### src/rtl/multicycle_controller.sv
// multicycle_controller
// Control FSM for a multicycle MIPS-style datapath with a memory ready
// handshake and a per-state wait timeout.
// Optional feature: define MC_CTRL_BNE_EN to decode bne (op 000101) through
// the BNEEX state. Without it, op 000101 is flagged illegal and branchne is 0.
// CNT_W must be wide enough to hold TIMEOUT.
module multicycle_controller #(
    parameter int unsigned TIMEOUT = 16,
    parameter int unsigned CNT_W   = 5
) (
    input  logic       clk,
    input  logic       reset_n,
    input  logic [5:0] op,
    input  logic [5:0] funct,
    input  logic       zero,
    input  logic       mem_ready,
    output logic       pcen,
    output logic       iord,
    output logic       memwrite,
    output logic       irwrite,
    output logic       regdst,
    output logic       memtoreg,
    output logic       regwrite,
    output logic       alusrca,
    output logic [1:0] alusrcb,
    output logic [1:0] pcsrc,
    output logic [2:0] alucontrol,
    output logic       illegal,
    output logic       mem_timeout,
    output logic [3:0] state
);

    typedef enum logic [3:0] {
        FETCH   = 4'd0,
        DECODE  = 4'd1,
        MEMADR  = 4'd2,
        MEMRD   = 4'd3,
        MEMWB   = 4'd4,
        MEMWR   = 4'd5,
        RTYPEEX = 4'd6,
        RTYPEWB = 4'd7,
        BEQEX   = 4'd8,
        ADDIEX  = 4'd9,
        ADDIWB  = 4'd10,
        JEX     = 4'd11,
        BNEEX   = 4'd12
    } state_t;

    localparam logic [5:0] OP_LW    = 6'b100011;
    localparam logic [5:0] OP_SW    = 6'b101011;
    localparam logic [5:0] OP_RTYPE = 6'b000000;
    localparam logic [5:0] OP_BEQ   = 6'b000100;
    localparam logic [5:0] OP_ADDI  = 6'b001000;
    localparam logic [5:0] OP_J     = 6'b000010;
`ifdef MC_CTRL_BNE_EN
    localparam logic [5:0] OP_BNE   = 6'b000101;
`endif

    // TIMEOUT of 0 turns the handshake timeout off entirely.
    localparam bit             TO_EN   = (TIMEOUT != 0);
    localparam logic [CNT_W-1:0] TO_LAST = TO_EN ? CNT_W'(TIMEOUT - 1) : '0;

    // Supported R-type function codes.
    function automatic logic funct_legal(input logic [5:0] f);
        case (f)
            6'b100000, 6'b100010, 6'b100100, 6'b100101, 6'b101010: funct_legal = 1'b1;
            default:                                               funct_legal = 1'b0;
        endcase
    endfunction

    // ALU operation from the aluop class and, for R-type, the funct field.
    function automatic logic [2:0] alu_decode(input logic [1:0] aluop, input logic [5:0] f);
        case (aluop)
            2'b00: alu_decode = 3'b010;
            2'b01: alu_decode = 3'b110;
            2'b10: begin
                case (f)
                    6'b100000: alu_decode = 3'b010;
                    6'b100010: alu_decode = 3'b110;
                    6'b100100: alu_decode = 3'b000;
                    6'b100101: alu_decode = 3'b001;
                    6'b101010: alu_decode = 3'b111;
                    default:   alu_decode = 3'b010;
                endcase
            end
            default: alu_decode = 3'b010;
        endcase
    endfunction

    state_t           state_r;
    state_t           state_next_s;
    logic [CNT_W-1:0] cnt_r;
    logic [CNT_W-1:0] cnt_next_s;
    logic [1:0]       aluop_s;
    logic             pcwrite_s;
    logic             branch_s;
    logic             branchne_s;
    logic             irwrite_s;
    logic             memwrite_s;
    logic             regwrite_s;
    logic             illegal_s;
    logic             timeout_s;
    logic             wait_s;
    logic             expired_s;

    // The wait budget is used up when the last allowed cycle passes without ready.
    assign expired_s = TO_EN && (cnt_r == TO_LAST) && !mem_ready;

    // Next-state and raw control decode for the current state.
    always_comb begin
        state_next_s = state_r;
        aluop_s      = 2'b00;
        pcwrite_s    = 1'b0;
        branch_s     = 1'b0;
        branchne_s   = 1'b0;
        irwrite_s    = 1'b0;
        memwrite_s   = 1'b0;
        regwrite_s   = 1'b0;
        illegal_s    = 1'b0;
        timeout_s    = 1'b0;
        wait_s       = 1'b0;
        iord         = 1'b0;
        regdst       = 1'b0;
        memtoreg     = 1'b0;
        alusrca      = 1'b0;
        alusrcb      = 2'b00;
        pcsrc        = 2'b00;
        case (state_r)
            FETCH: begin
                alusrcb = 2'b01;
                wait_s  = 1'b1;
                if (mem_ready) begin
                    irwrite_s    = 1'b1;
                    pcwrite_s    = 1'b1;
                    state_next_s = DECODE;
                end else if (expired_s) begin
                    timeout_s    = 1'b1;
                    state_next_s = FETCH;
                end else begin
                    state_next_s = FETCH;
                end
            end
            DECODE: begin
                alusrcb = 2'b11;
                case (op)
                    OP_LW, OP_SW: state_next_s = MEMADR;
                    OP_RTYPE:     state_next_s = RTYPEEX;
                    OP_BEQ:       state_next_s = BEQEX;
                    OP_ADDI:      state_next_s = ADDIEX;
                    OP_J:         state_next_s = JEX;
`ifdef MC_CTRL_BNE_EN
                    OP_BNE:       state_next_s = BNEEX;
`endif
                    default: begin
                        illegal_s    = 1'b1;
                        state_next_s = FETCH;
                    end
                endcase
            end
            MEMADR: begin
                alusrca = 1'b1;
                alusrcb = 2'b10;
                if (op == OP_LW) begin
                    state_next_s = MEMRD;
                end else begin
                    state_next_s = MEMWR;
                end
            end
            MEMRD: begin
                iord   = 1'b1;
                wait_s = 1'b1;
                if (mem_ready) begin
                    state_next_s = MEMWB;
                end else if (expired_s) begin
                    timeout_s    = 1'b1;
                    state_next_s = FETCH;
                end else begin
                    state_next_s = MEMRD;
                end
            end
            MEMWR: begin
                iord       = 1'b1;
                memwrite_s = 1'b1;
                wait_s     = 1'b1;
                if (mem_ready) begin
                    state_next_s = FETCH;
                end else if (expired_s) begin
                    memwrite_s   = 1'b0;
                    timeout_s    = 1'b1;
                    state_next_s = FETCH;
                end else begin
                    state_next_s = MEMWR;
                end
            end
            MEMWB: begin
                memtoreg     = 1'b1;
                regwrite_s   = 1'b1;
                state_next_s = FETCH;
            end
            RTYPEEX: begin
                alusrca      = 1'b1;
                aluop_s      = 2'b10;
                state_next_s = RTYPEWB;
            end
            RTYPEWB: begin
                regdst       = 1'b1;
                state_next_s = FETCH;
                if (funct_legal(funct)) begin
                    regwrite_s = 1'b1;
                end else begin
                    illegal_s  = 1'b1;
                end
            end
            BEQEX: begin
                alusrca      = 1'b1;
                aluop_s      = 2'b01;
                pcsrc        = 2'b01;
                branch_s     = 1'b1;
                state_next_s = FETCH;
            end
            ADDIEX: begin
                alusrca      = 1'b1;
                alusrcb      = 2'b10;
                state_next_s = ADDIWB;
            end
            ADDIWB: begin
                regwrite_s   = 1'b1;
                state_next_s = FETCH;
            end
            JEX: begin
                pcsrc        = 2'b10;
                pcwrite_s    = 1'b1;
                state_next_s = FETCH;
            end
`ifdef MC_CTRL_BNE_EN
            BNEEX: begin
                alusrca      = 1'b1;
                aluop_s      = 2'b01;
                pcsrc        = 2'b01;
                branchne_s   = 1'b1;
                state_next_s = FETCH;
            end
`endif
            default: begin
                state_next_s = FETCH;
            end
        endcase
    end

    // Wait counter: restart on every state change or timeout, count idle waits.
    always_comb begin
        if ((state_next_s != state_r) || timeout_s) begin
            cnt_next_s = '0;
        end else if (wait_s && !mem_ready && (cnt_r != '1)) begin
            cnt_next_s = cnt_r + CNT_W'(1);
        end else begin
            cnt_next_s = cnt_r;
        end
    end

    // State and wait counter registers with synchronous active-low reset.
    always_ff @(posedge clk) begin
        if (!reset_n) begin
            state_r <= FETCH;
            cnt_r   <= '0;
        end else begin
            state_r <= state_next_s;
            cnt_r   <= cnt_next_s;
        end
    end

    // Side-effecting strobes are held off while reset is asserted.
    always_comb begin
        if (reset_n) begin
            pcen        = pcwrite_s | (branch_s & zero) | (branchne_s & ~zero);
            irwrite     = irwrite_s;
            memwrite    = memwrite_s;
            regwrite    = regwrite_s;
            illegal     = illegal_s;
            mem_timeout = timeout_s;
        end else begin
            pcen        = 1'b0;
            irwrite     = 1'b0;
            memwrite    = 1'b0;
            regwrite    = 1'b0;
            illegal     = 1'b0;
            mem_timeout = 1'b0;
        end
    end

    assign alucontrol = alu_decode(aluop_s, funct);
    assign state      = state_r;

endmodule

### config.mk
export PLATFORM = sky130hd
export DESIGN_NAME = multicycle_controller
export DESIGN_NICKNAME = d
export VERILOG_FILES = /design/src/rtl/multicycle_controller.sv
export SDC_FILE = /design/constraint.sdc
export NUM_CORES = 1
export LEC_CHECK = 0
export CELL_PAD_IN_SITES_DETAIL_PLACEMENT = 0
export CELL_PAD_IN_SITES_GLOBAL_PLACEMENT = 1
export CORE_MARGIN = 5
export CORE_UTILIZATION = 33
export DETAILED_ROUTE_END_ITERATION = 16
export GPL_TIMING_DRIVEN = 0
export PLACE_DENSITY = 0.89
export SKIP_LAST_GASP = 1
export SYNTH_ARGS = -nofsm -noshare
export SYNTH_HDL_FRONTEND = slang
export SYNTH_SLANG_ARGS = --single-unit
### constraint.sdc
create_clock -name clk -period 2.85 [get_ports clk]
set_input_delay 0.855 -clock clk [delete_from_list [all_inputs] [get_ports clk]]
set_output_delay 0.855 -clock clk [all_outputs]
set_load 0.005 [all_outputs]
==> impl_metrics.csv, run 1 <==
group,metric,value,unit
yosys,synthTopCellsByCount,"nor3_1, nor2_1, dfxtp_1, nand2_1",
yosys,ys_types,56,
cells_and_area,diodes,0,
grt,grt_max_degree,13,
cts,cts.clk_slew.worst_paths,70,ps
grt,grtUsageTotal,0.1520,
route,wl,3.616,mm
floorplan,fp.coreArea,0.003363,sq mm
critical_path,r2r_slack,460,ps
yosys,synthTopCellsByArea,"dfxtp_1, nor3_1, ha_1",
placed_design,placedCellCount,226,
hold_path,min_from,"cnt_r[0]$_SDFFE_PP0P_",
floorplan,die_area,0.004805,sq mm
yosys,yosysMostFrequentCell,"nor3_1",
grt,use_met3,0.02464,
critical_path,critPathMaxFanout,6,
critical_path,crit_path_start_kind,"input port",
yosys,seq_area_frac_synth,0.1552,
yosys,synth-main-ff-cell,"dfxtp_1",
critical_path,worstSetupPathType,"input port to primary output",
yosys,ys_seq_elements,9,
cts,cts.hold.buffers_added,0,
placed_design,dpl-instance-area,0.001559,sq mm
grt,top_usage_layer,"met2",
grt,gr-total-overflow,0,
route,drt_iter0_markers,60,
cells_and_area,area_growth,47.52,%
floorplan,top_level_ports,37,
yosys,postSynthCellCount,146,
critical_path,arrival,2000,ps
pwr,ir_drop,0.0002579,V
yosys,synth_fp_nets,167,
placed_design,port_buffers,34,
grt,met2_usage,0.2934,
floorplan,initial_core_util,0.3452,
timing,period_minus_slack,2855,ps
yosys,synth_top_cell_by_area,"dfxtp_1",
placed_design,globalplace.congestion,0.8352,
cts,htree_levels,1,
yosys,yosysWarnings,0,
route,drc_errors,0,
route,final_antenna_net_count,0,
floorplan,fp.dieH,69.32,microns
timing,hold_slack,542.0,ps
timing,fin_skew,5.172,ps
yosys,synth_top_cell_area_share,0.1552,
cells_and_area,drive_above_1_share,0.3474,
route,first_pass_iters,4,
cts,clk_root_buffer_cell,"clkbuf_4",
outcome,violations,"setup timing",
timing,rsz0062_at_grt,"yes",
outcome,outcome,"complete, but fails checks",
yosys,avgSynthCellArea,7.953,sq um
critical_path,worstPathRequired,2000,ps
cells_and_area,finalInstanceArea,0.001713,sq mm
timing,max_freq,0.3502,GHz
placed_design,hpwl,2.744,mm
placed_design,place_ws,-694.3,ps
route,viasPerCell,5.381,
timing,drv_slew,0,
hold_path,hold_end,"cnt_r[0]$_SDFFE_PP0P_",
cells_and_area,final_cells,236,
cts,clockBufferDepth,2,
critical_path,reg2reg_to,"cnt_r[1]$_SDFFE_PP0P_",
timing,slew_headroom,0.7264,
timing,worstMarginPinSlew,409.1,ps
timing,timing_hold_violations_final,0,
yosys,netlist_area,0.001161,sq mm
pwr,p_leak,0.6540,nW
yosys,ys_async_sr_fraction,0,
cts,cts_buffers,3,
cts,cts_tree,"yes",
grt,grt_util_met1,0.1556,
grt,grt_first_pass_wirelength,6.078,mm
critical_path,reg2reg_depth,8,
grt,grt_pass1_vias,1294,
timing,setup_viol,1,
grt,antenna_found_initial,0,
hold_path,hold_path_class,"register to register",
yosys,synth_edf_count,0,
route,wl_per_cell,15.32,microns
timing,period_share,1.002,
cells_and_area,nets,212,
cts,clock-sinks,9,
job,drv_cap,0,
cts,insertion_delay,280,ps
timing,finalWorstSetupSlack,-5.119,ps
pwr,power.density,221.0,mW/mm^2
route,vias,1270,
floorplan,rows,21,
floorplan,dieWidth,69.32,microns
hold_path,holdPathStages,2,
critical_path,r2r_start,"cnt_r[0]$_SDFFE_PP0P_",
critical_path,crit_path_end_kind,"primary output",
cells_and_area,fill_cells,358,
==> logic make-up (layout without fill, tap and decap cells) <==
logic type	Yosys count	after routing	share of synthesized area
xor+xnor	8	8	0.06682
compound gates	31	31	0.2080
buf+inv	18	62	0.09158
mux	5	5	0.04418
fa+ha+maj	6	6	0.06250
simple gates	69	69	0.3718
flops	9	9	0.1552
==> power by group <==
| group | internal, mW | total (mW) | switching [mW] |
|---|---|---|---|
| logic | 0.0671 | 0.140 | 0.0725 |
| registers | 0.128 | 0.132 | 0.00458 |
| clock network | 0.0544 | 0.107 | 0.0522 |
==> worst max path at each step <==
stage | depth (start not counted) | end | start
global placement | 7 | illegal | op[2]
detailed placement | 7 | illegal | op[2]
CTS | 7 | illegal | op[1]
floorplan | 6 | illegal | op[3]
global route | 6 | irwrite | state[1]$_SDFF_PN0_
finish | 7 | illegal | op[1]
==> metrics by stage <==
step	util	TNS (ps)	power, mW
after floorplan	-	0	0.2161
after global placement	0.4635	-4628	0.2704
after detailed placement	0.4635	-4923	0.2741
after CTS	0.4989	-213.9	0.3764
after global routing	0.5093	-123.1	0.4029
final	0.5093	-5.119	0.3786
==> what timing repair did <==
action,in CTS,in global routing
setup buffers,3,5
resized for setup,67,21
pin swaps,6,4
setup endpoints to repair,10,7
gates cloned,0,0
==> layer usage <==
layer,vias up,share of wire
met5,-,0
met4,0,0.025
met3,10,0.033
met2,32,0.55
met1,595,0.39
li1,633,-
==> layout make-up <==
class,count,area (sq um),share of cell area
Buffer,9,88.84,0.05186
Clock buffer,4,26.28,0.01534
Inverter,7,28.78,0.01680
Multi-Input combinational cell,119,984.7,0.5749
Sequential cell,9,191.4,0.1118
Tap cell,46,57.56,0.03360
Timing Repair Buffer,42,335.3,0.1958
==> registers in the layout, indices dropped and copies added (netlist names) <==
| signal | flops |
|---|---|
| cnt_r | 5 |
| state | 4 |
==> critical path, stage by stage <==
cell,delay (ps)
clkbuf_2,140
maj3_2,320
nor3_1,140
a21oi_1,50
o21ai_0,130
a21boi_0,100
dlygate4sd2_1,270
==> cells in the final DEF, fill, tap and decap left out, types with 4 or more instances in the layout <==
cell	synthesis	layout
clkdlybuf4s50_1	0	15
nor3_1	14	12
nor2_1	11	11
nand2_1	9	8
dlygate4sd2_1	0	8
buf_4	0	8
clkbuf_2	0	7
buf_2	2	7
a21oi_1	6	6
xnor2_1	5	5
o21ai_0	5	5
buf_6	3	4
nand2b_1	4	4
inv_1	6	4
mux2i_1	4	4
nor4_1	4	4
dfxtp_1	9	4
(Power assumes the default switching activity.)
==> run 2, diff against run 1 <==
CTS_CLUSTER_SIZE = 40   (was not set)
==> results of run 2 <==
Final layout, timing and power as in run 1 (identical DEF).
